$ cat config.mk
export PLATFORM = sky130hd
export DESIGN_NAME = commit_trace_unit
export DESIGN_NICKNAME = d
export VERILOG_FILES = /design/src/rtl/commit_trace_unit.sv
export SDC_FILE = /design/constraint.sdc
export NUM_CORES = 2
export LEC_CHECK = 0
export ABC_AREA = 1
export CELL_PAD_IN_SITES_DETAIL_PLACEMENT = 0
export CELL_PAD_IN_SITES_GLOBAL_PLACEMENT = 1
export CORE_ASPECT_RATIO = 0.9
export CORE_UTILIZATION = 45
export CTS_BUF_LIST = sky130_fd_sc_hd__clkbuf_8
export DETAILED_ROUTE_END_ITERATION = 7
export PLACE_DENSITY_LB_ADDON = 0.2
export SETUP_SLACK_MARGIN = 0.2
export SYNTH_ARGS = -nofsm -noshare
export SYNTH_HDL_FRONTEND = slang
export SYNTH_SLANG_ARGS = --single-unit
$ cat constraint.sdc
create_clock -name clk -period 11.1 [get_ports clk]
set_input_delay 1.665 -clock clk [delete_from_list [all_inputs] [get_ports clk]]
set_output_delay 1.665 -clock clk [all_outputs]
set_load 0.03 [all_outputs]
$ cat src/rtl/commit_trace_unit.sv
`default_nettype none
// ============================================================================
// Module   : commit_trace_unit
// Purpose  : Multi-lane retire-stream tracer with time-stamped FIFO, watchdog
//            and commit-limit stop, drained one record per cycle.
// Revision : 1.0
// ============================================================================
module commit_trace_unit #(
    parameter int NCOMMIT    = 2,
    parameter int ROB_W      = 6,
    parameter int FIFO_DEPTH = 16,
    parameter int CYC_W      = 48,
    parameter int CNT_W      = 32,
    parameter int WDOG_W     = 16
) (
    input  logic                        clk,
    input  logic                        rst,
    input  logic                        cfg_enable,
    input  logic [WDOG_W-1:0]           cfg_wdog_limit,
    input  logic [CNT_W-1:0]            cfg_commit_limit,
    input  logic                        recover_valid,
    input  logic [NCOMMIT-1:0]          commit_valid,
    input  logic [NCOMMIT*32-1:0]       commit_pc,
    input  logic [NCOMMIT*ROB_W-1:0]    commit_rob,
    input  logic [NCOMMIT*5-1:0]        commit_rd,
    input  logic [NCOMMIT*32-1:0]       commit_data,
    output logic                        trc_valid,
    input  logic                        trc_ready,
    output logic [CYC_W-1:0]            trc_cycle,
    output logic [1:0]                  trc_lane,
    output logic [31:0]                 trc_pc,
    output logic [ROB_W-1:0]            trc_rob,
    output logic [4:0]                  trc_rd,
    output logic [31:0]                 trc_data,
    output logic [CYC_W-1:0]            cycle_count,
    output logic [CNT_W-1:0]            commit_count,
    output logic [CNT_W-1:0]            drop_count,
    output logic [$clog2(FIFO_DEPTH):0] fifo_level,
    output logic [1:0]                  state
);

    localparam int c_ptr_w  = $clog2(FIFO_DEPTH);
    localparam int c_lvl_w  = c_ptr_w + 1;
    localparam int c_ln_w   = 3;
    localparam int c_sum_w  = (c_lvl_w > c_ln_w) ? c_lvl_w : c_ln_w;
    localparam int c_cnt_w1 = CNT_W + 1;

    localparam logic [1:0] c_st_idle       = 2'd0;
    localparam logic [1:0] c_st_run        = 2'd1;
    localparam logic [1:0] c_st_halt_wdog  = 2'd2;
    localparam logic [1:0] c_st_halt_limit = 2'd3;

    // Trace storage, one array per record field
    logic [CYC_W-1:0]   r_mem_cyc  [FIFO_DEPTH];
    logic [1:0]         r_mem_lane [FIFO_DEPTH];
    logic [31:0]        r_mem_pc   [FIFO_DEPTH];
    logic [ROB_W-1:0]   r_mem_rob  [FIFO_DEPTH];
    logic [4:0]         r_mem_rd   [FIFO_DEPTH];
    logic [31:0]        r_mem_data [FIFO_DEPTH];

    logic [c_ptr_w-1:0] r_wr_ptr;
    logic [c_ptr_w-1:0] r_rd_ptr;
    logic [c_lvl_w-1:0] r_level;
    logic [1:0]         r_state;
    logic [CYC_W-1:0]   r_cycle;
    logic [CNT_W-1:0]   r_commit;
    logic [CNT_W-1:0]   r_drop;
    logic [WDOG_W-1:0]  r_wdog;

    logic               w_run;
    logic               w_capture;
    logic               w_pop;
    logic [NCOMMIT-1:0] w_acc;
    logic [NCOMMIT-1:0] w_wr_en;
    logic [c_ptr_w-1:0] w_slot [NCOMMIT];
    logic [c_ln_w-1:0]  w_cnt;
    logic [c_ln_w-1:0]  w_accepted;
    logic [c_ln_w-1:0]  w_written;
    logic [c_ln_w-1:0]  w_dropped;
    logic [c_sum_w-1:0] w_free;
    logic [CNT_W:0]     w_commit_sum;
    logic [CNT_W:0]     w_drop_sum;
    logic [CNT_W-1:0]   w_commit_next;
    logic [CNT_W-1:0]   w_drop_next;
    logic               w_limit_hit;
    logic               w_wdog_fire;

    assign w_run     = (r_state == c_st_run);
    assign w_capture = w_run && !recover_valid;
    assign w_acc     = w_capture ? commit_valid : '0;
    // Space is judged on the start-of-cycle level; a same-cycle pop does not help
    assign w_free    = c_sum_w'(FIFO_DEPTH) - c_sum_w'(r_level);
    assign w_pop     = trc_valid && trc_ready;

    // Compact accepted lanes into consecutive slots; lowest lanes win on overflow
    always_comb begin
        w_cnt     = '0;
        w_written = '0;
        for (int i = 0; i < NCOMMIT; i++) begin
            w_slot[i]  = r_wr_ptr + c_ptr_w'(w_cnt);
            w_wr_en[i] = w_acc[i] && (c_sum_w'(w_cnt) < w_free);
            if (w_acc[i]) begin
                w_cnt = w_cnt + c_ln_w'(1);
            end
            if (w_wr_en[i]) begin
                w_written = w_written + c_ln_w'(1);
            end
        end
        w_accepted = w_cnt;
        w_dropped  = w_accepted - w_written;
    end

    assign w_commit_sum  = {1'b0, r_commit} + c_cnt_w1'(w_accepted);
    assign w_commit_next = w_commit_sum[CNT_W] ? '1 : w_commit_sum[CNT_W-1:0];
    assign w_drop_sum    = {1'b0, r_drop} + c_cnt_w1'(w_dropped);
    assign w_drop_next   = w_drop_sum[CNT_W] ? '1 : w_drop_sum[CNT_W-1:0];

    assign w_limit_hit = (cfg_commit_limit != '0) && (w_commit_next >= cfg_commit_limit);
    assign w_wdog_fire = (cfg_wdog_limit != '0) && (w_accepted == '0)
                         && (r_wdog == cfg_wdog_limit - WDOG_W'(1));

    always_ff @(posedge clk) begin
        if (rst) begin
            r_wr_ptr <= '0;
            r_rd_ptr <= '0;
            r_level  <= '0;
            r_state  <= c_st_idle;
            r_cycle  <= '0;
            r_commit <= '0;
            r_drop   <= '0;
            r_wdog   <= '0;
        end else begin
            r_cycle  <= r_cycle + CYC_W'(1);
            r_commit <= w_commit_next;
            r_drop   <= w_drop_next;
            r_wr_ptr <= r_wr_ptr + c_ptr_w'(w_written);
            r_rd_ptr <= r_rd_ptr + c_ptr_w'(w_pop);
            r_level  <= r_level + c_lvl_w'(w_written) - c_lvl_w'(w_pop);

            case (r_state)
                c_st_idle: begin
                    if (cfg_enable) begin
                        r_state <= c_st_run;
                    end
                end
                c_st_run: begin
                    if (w_limit_hit) begin
                        r_state <= c_st_halt_limit;
                    end else if (w_wdog_fire) begin
                        r_state <= c_st_halt_wdog;
                    end
                end
                default: r_state <= r_state;
            endcase

            if (w_run) begin
                if (w_accepted != '0) begin
                    r_wdog <= '0;
                end else if (r_wdog != '1) begin
                    r_wdog <= r_wdog + WDOG_W'(1);
                end
            end else if (r_state == c_st_idle) begin
                r_wdog <= '0;
            end
        end
    end

    always_ff @(posedge clk) begin
        for (int i = 0; i < NCOMMIT; i++) begin
            if (w_wr_en[i]) begin
                r_mem_cyc[w_slot[i]]  <= r_cycle;
                r_mem_lane[w_slot[i]] <= 2'(i);
                r_mem_pc[w_slot[i]]   <= commit_pc[i*32 +: 32];
                r_mem_rob[w_slot[i]]  <= commit_rob[i*ROB_W +: ROB_W];
                r_mem_rd[w_slot[i]]   <= commit_rd[i*5 +: 5];
                r_mem_data[w_slot[i]] <= commit_data[i*32 +: 32];
            end
        end
    end

    // Head fields are forced to zero when empty so unwritten storage never leaks out
    assign trc_valid = (r_level != '0);
    assign trc_cycle = trc_valid ? r_mem_cyc[r_rd_ptr]  : '0;
    assign trc_lane  = trc_valid ? r_mem_lane[r_rd_ptr] : '0;
    assign trc_pc    = trc_valid ? r_mem_pc[r_rd_ptr]   : '0;
    assign trc_rob   = trc_valid ? r_mem_rob[r_rd_ptr]  : '0;
    assign trc_rd    = trc_valid ? r_mem_rd[r_rd_ptr]   : '0;
    assign trc_data  = trc_valid ? r_mem_data[r_rd_ptr] : '0;

    assign cycle_count  = r_cycle;
    assign commit_count = r_commit;
    assign drop_count   = r_drop;
    assign fifo_level   = r_level;
    assign state        = r_state;

endmodule
`default_nettype wire

After elaboration in Yosys (flattened, before gate mapping)
Memory sizes are Yosys's and may differ from the RTL's. A register that Yosys moved wholly into a read port is not among the register bits.
Cells that the tools add are included.
{"block": "classes", "n_bitwise": 0, "eq_ne": 6, "div": 0, "shift": 0, "n_mux": 31, "reduce_logical": 17, "add_sub_neg": 14, "mul": 0, "magnitude_cmp": 3}
{"operator": "$mux W32", "n": 4}
{"operator": "$add A32 B3 Y33", "n": 2}
{"operator": "$mux W16", "n": 4}
{"operator": "$add A48 B1 Y48 const B", "n": 1}
{"operator": "$mux W48", "n": 1}
{"operator": "$ge A32 B32 Y1", "n": 1}
{"operator": "$reduce_bool A32 Y1", "n": 1}
{"operator": "$mux W4", "n": 6}
{"operator": "$add A16 B1 Y16 const B", "n": 1}
{"operator": "$eq A16 B16 Y1", "n": 1}
{"operator": "$ne A16 B16 Y1 const B", "n": 1}
{"operator": "$reduce_bool A16 Y1", "n": 1}
{"operator": "$sub A16 B1 Y16 const B", "n": 1}
{"operator": "$mux W2", "n": 5}
{"operator": "$add A4 B3 Y4", "n": 2}
{"operator": "$logic_and A1 B1 Y1", "n": 7}
{"operator": "$add A3 B1 Y3 const B", "n": 2}
{"operator": "$mux W1", "n": 6}
{"operator": "$mux W3", "n": 2}
{"operator": "$mux W6", "n": 1}
{"operator": "$ne A3 B1 Y1 const B", "n": 2}
{"operator": "$add A5 B3 Y5", "n": 1}
{"operator": "$lt A1 B5 Y1 const A", "n": 1}
{"operator": "$lt A3 B5 Y1", "n": 1}
{"operator": "other kinds (16)", "n": 16}
{"block": "totals", "out_inout_bits": 245, "memories": 6, "latch_bits": 0, "elab_cells": 85, "regBits": 143, "inputBits": 205, "rom_bits": 0, "mem_bits_rw": 1984}
{"name": "r_mem_cyc", "depth": 16, "width": 48, "rd": 1, "rd_clocked_by_memory_dff": 1, "write_ports": 2, "line_no": "54", "rtl": "logic [CYC_W-1:0] r_mem_cyc [FIFO_DEPTH];"}
{"name": "r_mem_data", "depth": 16, "width": 32, "rd": 1, "rd_clocked_by_memory_dff": 1, "write_ports": 2, "line_no": "59", "rtl": "logic [31:0] r_mem_data [FIFO_DEPTH];"}
{"name": "r_mem_pc", "depth": 16, "width": 32, "rd": 1, "rd_clocked_by_memory_dff": 1, "write_ports": 2, "line_no": "56", "rtl": "logic [31:0] r_mem_pc [FIFO_DEPTH];"}
{"name": "r_mem_rob", "depth": 16, "width": 6, "rd": 1, "rd_clocked_by_memory_dff": 1, "write_ports": 2, "line_no": "57", "rtl": "logic [ROB_W-1:0] r_mem_rob [FIFO_DEPTH];"}
{"name": "r_mem_rd", "depth": 16, "width": 5, "rd": 1, "rd_clocked_by_memory_dff": 1, "write_ports": 2, "line_no": "58", "rtl": "logic [4:0] r_mem_rd [FIFO_DEPTH];"}
{"name": "r_mem_lane", "depth": 16, "width": 1, "rd": 1, "rd_clocked_by_memory_dff": 1, "write_ports": 2, "line_no": "55", "rtl": "logic [1:0] r_mem_lane [FIFO_DEPTH];"}

Longest topological paths before layout
{"block": "logic_depth", "word_depth": 12, "ltp_mapped": 35, "mapped_depth_nobuf": 35}

Worst setup path before layout
Ideal clock, no wire load.
{"block": "synth_timing", "kind": "input to register", "from": "input port recover_valid", "to": "memory r_mem_cyc[9][0] (enable)", "n_path_buf": 0, "slack_ns": -0.526, "t_arrival_ns": 10.852, "path_stages": 7, "setup_time_ns": 0.775, "cell_sequence": "inv_1 nand3_2 inv_2 nand2_1 inv_1 nand2_1 o21ai_0"}
{"item": "start, declared", "line_no": "21", "rtl": "input logic recover_valid,"}
{"item": "end, declared", "line_no": "54"}

==> metrics.txt <==
Worst slew margin=0.1644; final instance area=111100 sq um; syn nets=10010; total grt overflow=0; RePlAce Congestion=0.8763; Initial DRC Count=9151; initial antenna violation count=36; #FFs+latches synth=2127; # port buffers=448; r2r startpoint=state[1]; post-placement cell count=12260; antenna-violating nets left=0; WHS Path Cells=2; endpoint type of the worst setup path=output pin; Die W=497.6 microns; core footprint=219400 sq um; # Max-Cap Violations=0; final net count=10020; row cnt=163; Worst path slowest cell=buf_4; crit-path most repeated cell=buf_4; placed cell area=104600 sq um; Hold Vio Cnt, Final=0; WL final=337700 microns; clk_skew=0.06156 ns; Hold Path Class=reg -> reg; Starting Density=0.4532; worst vdd ir=0.0002177 V; Power Density=191.9 nW/um^2; Sink Count=2127; biggest cell delay along the critical path=0.97 ns; total CTS buffers=370; hold_sp=r_mem_lane[10]; GRT Util Overall=0.2967; vias in the first global route=72900; global-route wire length before repair=493900 microns; CTS root buf=clkbuf_8; Hold Crit Endpoint=r_mem_lane[10]; largest net degree at the start of global routing=231; R2R cell count=10; crit-path leading delay family=buffers and inverters; post_cts resized=0; dpl hpwl=175900 microns; Seq/Total Area, Yosys=0.6262; post-CTS setup buffers=0; area of the mapped netlist=99460 sq um; mean routed wirelength per cell=26.12 microns; Die ar.=222900 sq um; drt drc=0; min Tclk post-route=7.766 ns; CP Max Fanout=103; CP required=9.44 ns; crit path cell chain=buf_4 -> buf_4 -> o21ai_0 -> o221ai_1 -> o211ai_1 -> a21oi_1 -> clkdlybuf4s50_1; non-filler cells, final=12930; Post-CTS Hold Buffers=0; Synth cell types=58; run status=completed; fmax=128.8 MHz; # IOs=450; routed vias/inst=5.970; Startpoint Class=register; synth warn=0; H-tree levels=5; average cell area after synthesis=10.21 sq um; CTS tree=yes; # setup viols final=0; CP Buf/Inv Count=3; reg2reg setup slack=5.22 ns; Slew Limit Fails=0; fillcell total=19780; reg2reg end=r_mem_cyc[13][14]; Crit Path Class=reg -> out; Tcrit/Tclk final=0.6996; later-pin clock latency in the skew report=1.10 ns; Pre-antenna DRT Iters=6; via count=77190; Area growth syn-to-layout=11.76%; Arr. time, crit path=6.10 ns; die height=448.0 microns; Clock transition at path regs=0.06 ns; maximum root-to-sink buffer count=4; Lkg Pwr=40.48 nW; layout cell share with drive strength beyond 1=0.06568; slew of the pin with the lowest slew margin=1.253 ns; Gate Count Post-Synth=9743; RSZ-0062 raised after global routing=no
cell families after synthesis:
logic type,synth area share
AO/OA/AOI/OAI,0.1783
AND/OR/NAND/NOR,0.1240
flip-flops,0.6262
buffers and inverters,0.05742
adder cells (fa/ha/maj),0.008278
XOR/XNOR,0.005749
other,0.00003770
layout by cell type, fill, tap and decap left out, types with 7 or more instances in the layout:
cell and instances:
o21ai_4 8, clkinv_1 79, o21ai_1 618, nor2_4 7, nand3_1 145, o21ai_2 12
nor3b_1 7, nor2_1 1175, or2_2 15, xor2_1 35, diode_2 22, edfxtp_1 1968
a31oi_1 13, inv_2 10, nor2_2 12, o211ai_1 162, clkdlybuf4s50_1 447, nand4_1 35
o221ai_1 335, nand2_8 12, nand3b_1 7, dfxtp_1 155, clkinv_2 27, o21ai_0 1618
nor3_1 65, nand2_1 1529, o22ai_1 161, buf_12 17, clkbuf_8 389, nor4_1 12
xnor2_1 24, buf_4 95, inv_1 478, nand2_4 9, nand3_2 7, ha_1 60
a21oi_1 203
flip-flops by register name, indices dropped and copies added, names as in the netlist:
signal / flops
r_mem_cyc: 768
r_mem_data: 512
r_mem_pc: 512
r_mem_rob: 96
r_mem_rd: 80
cycle_count: 48
commit_count: 32
drop_count: 32
r_mem_lane: 16
r_wdog: 16
fifo_level: 5
r_rd_ptr: 4
r_wr_ptr: 4
state: 2
final cells by class:
cell class,instances,area (sq um),area share
Timing Repair Buffer,559,5528,0.04973
Tap cell,2887,3612,0.03250
Multi-Input combinational cell,6334,31770,0.2858
Sequential cell,2127,62290,0.5605
Inverter,354,1359,0.01223
Clock inverter,256,1175,0.01057
Antenna cell,22,55.05,0.0004953
Clock buffer,389,5354,0.04817
worst max path at each step:
| stage | start | endpoint | slack [ns] | cells past startpoint |
|---|---|---|---|---|
| floorplan | recover_valid | r_mem_cyc[13][0] | -0.52 | 7 |
| global placement | recover_valid | r_mem_cyc[13][8] | 4.26 | 11 |
| detailed placement | recover_valid | r_mem_cyc[13][8] | 4.20 | 11 |
| CTS | r_rd_ptr[0] | trc_data[29] | 3.33 | 7 |
| global route | r_rd_ptr[0] | trc_data[29] | 3.17 | 7 |
| finish | r_rd_ptr[0] | trc_data[29] | 3.33 | 7 |
metrics by stage:
step,hold WS (ns),TNS (ns),setup slack (ns),power [mW],utilization
6_report,0.4454,0,3.334,21.33,0.5065
5_1_grt,0.4700,0,3.169,22.16,0.5064
4_1_cts,0.4440,0,3.334,21.40,0.5062
3_5_place_dp,0.4286,0,4.196,14.83,0.4765
3_3_place_gp,0.4260,0,4.263,14.79,0.4765
2_1_floorplan,0.4135,-128.18,-0.5210,12.52,-
power by group:
group	total [mW]	switching (mW)	internal [mW]	leakage, nW
logic	5.79	4.09	1.70	16.8
clock network	6.62	3.27	3.35	3.85
registers	8.91	0.0994	8.82	19.8
total	21.3	7.46	13.9	40.5
cell usage after synthesis (all sizes together):
| library cell | count | area share |
|---|---|---|
| or2 | 16 | 0.0010 |
| a31oi | 13 | 0.00082 |
| o21a | 5 | 0.00038 |
| nor3 | 68 | 0.0038 |
| nor2 | 1195 | 0.046 |
| o21bai | 1 | 0.000076 |
| o221ai | 335 | 0.030 |
| a221oi | 1 | 0.000088 |
| nand3 | 152 | 0.0080 |
| a21oi | 203 | 0.010 |
| a21boi | 2 | 0.00015 |
| nand2b | 1 | 0.000063 |
| o31ai | 3 | 0.00023 |
| fa | 3 | 0.00060 |
| and3 | 4 | 0.00025 |
| ha | 61 | 0.0077 |
| nand4 | 42 | 0.0033 |
| conb | 1 | 0.000038 |
| clkinv | 2 | 0.000076 |
| clkbuf | 677 | 0.026 |
| nor4 | 14 | 0.0010 |
| nand2 | 1552 | 0.059 |
| dfxtp | 159 | 0.032 |
| xnor2 | 25 | 0.0024 |
| o21ai | 2256 | 0.11 |
| o22ai | 161 | 0.010 |
| o211ai | 162 | 0.012 |
| or4 | 1 | 0.000076 |
| inv | 352 | 0.013 |
| a211oi | 3 | 0.00023 |
| nand3b | 7 | 0.00053 |
| o41ai | 1 | 0.000088 |
| nor3b | 7 | 0.00053 |
| edfxtp | 1968 | 0.59 |
| a41oi | 1 | 0.000088 |
| buf | 251 | 0.018 |
| xor2 | 36 | 0.0034 |
| a21o | 2 | 0.00015 |
per-layer routing:
metal / up-vias / GRT usage / routed length [microns]
met5: - / 0 / 72
met4: 12 / 0.1148 / 11570
met3: 646 / 0.04591 / 28780
met2: 3922 / 0.4786 / 157700
met1: 37620 / 0.4039 / 139500
li1: 34980 / - / -
tightest hold or removal path, cell delays in order, from the launching register on:
cell,delay [ns]
dfxtp_1,0.31
nand2_1,0.06
nand2_1,0.04
(Power assumes the default switching activity.)
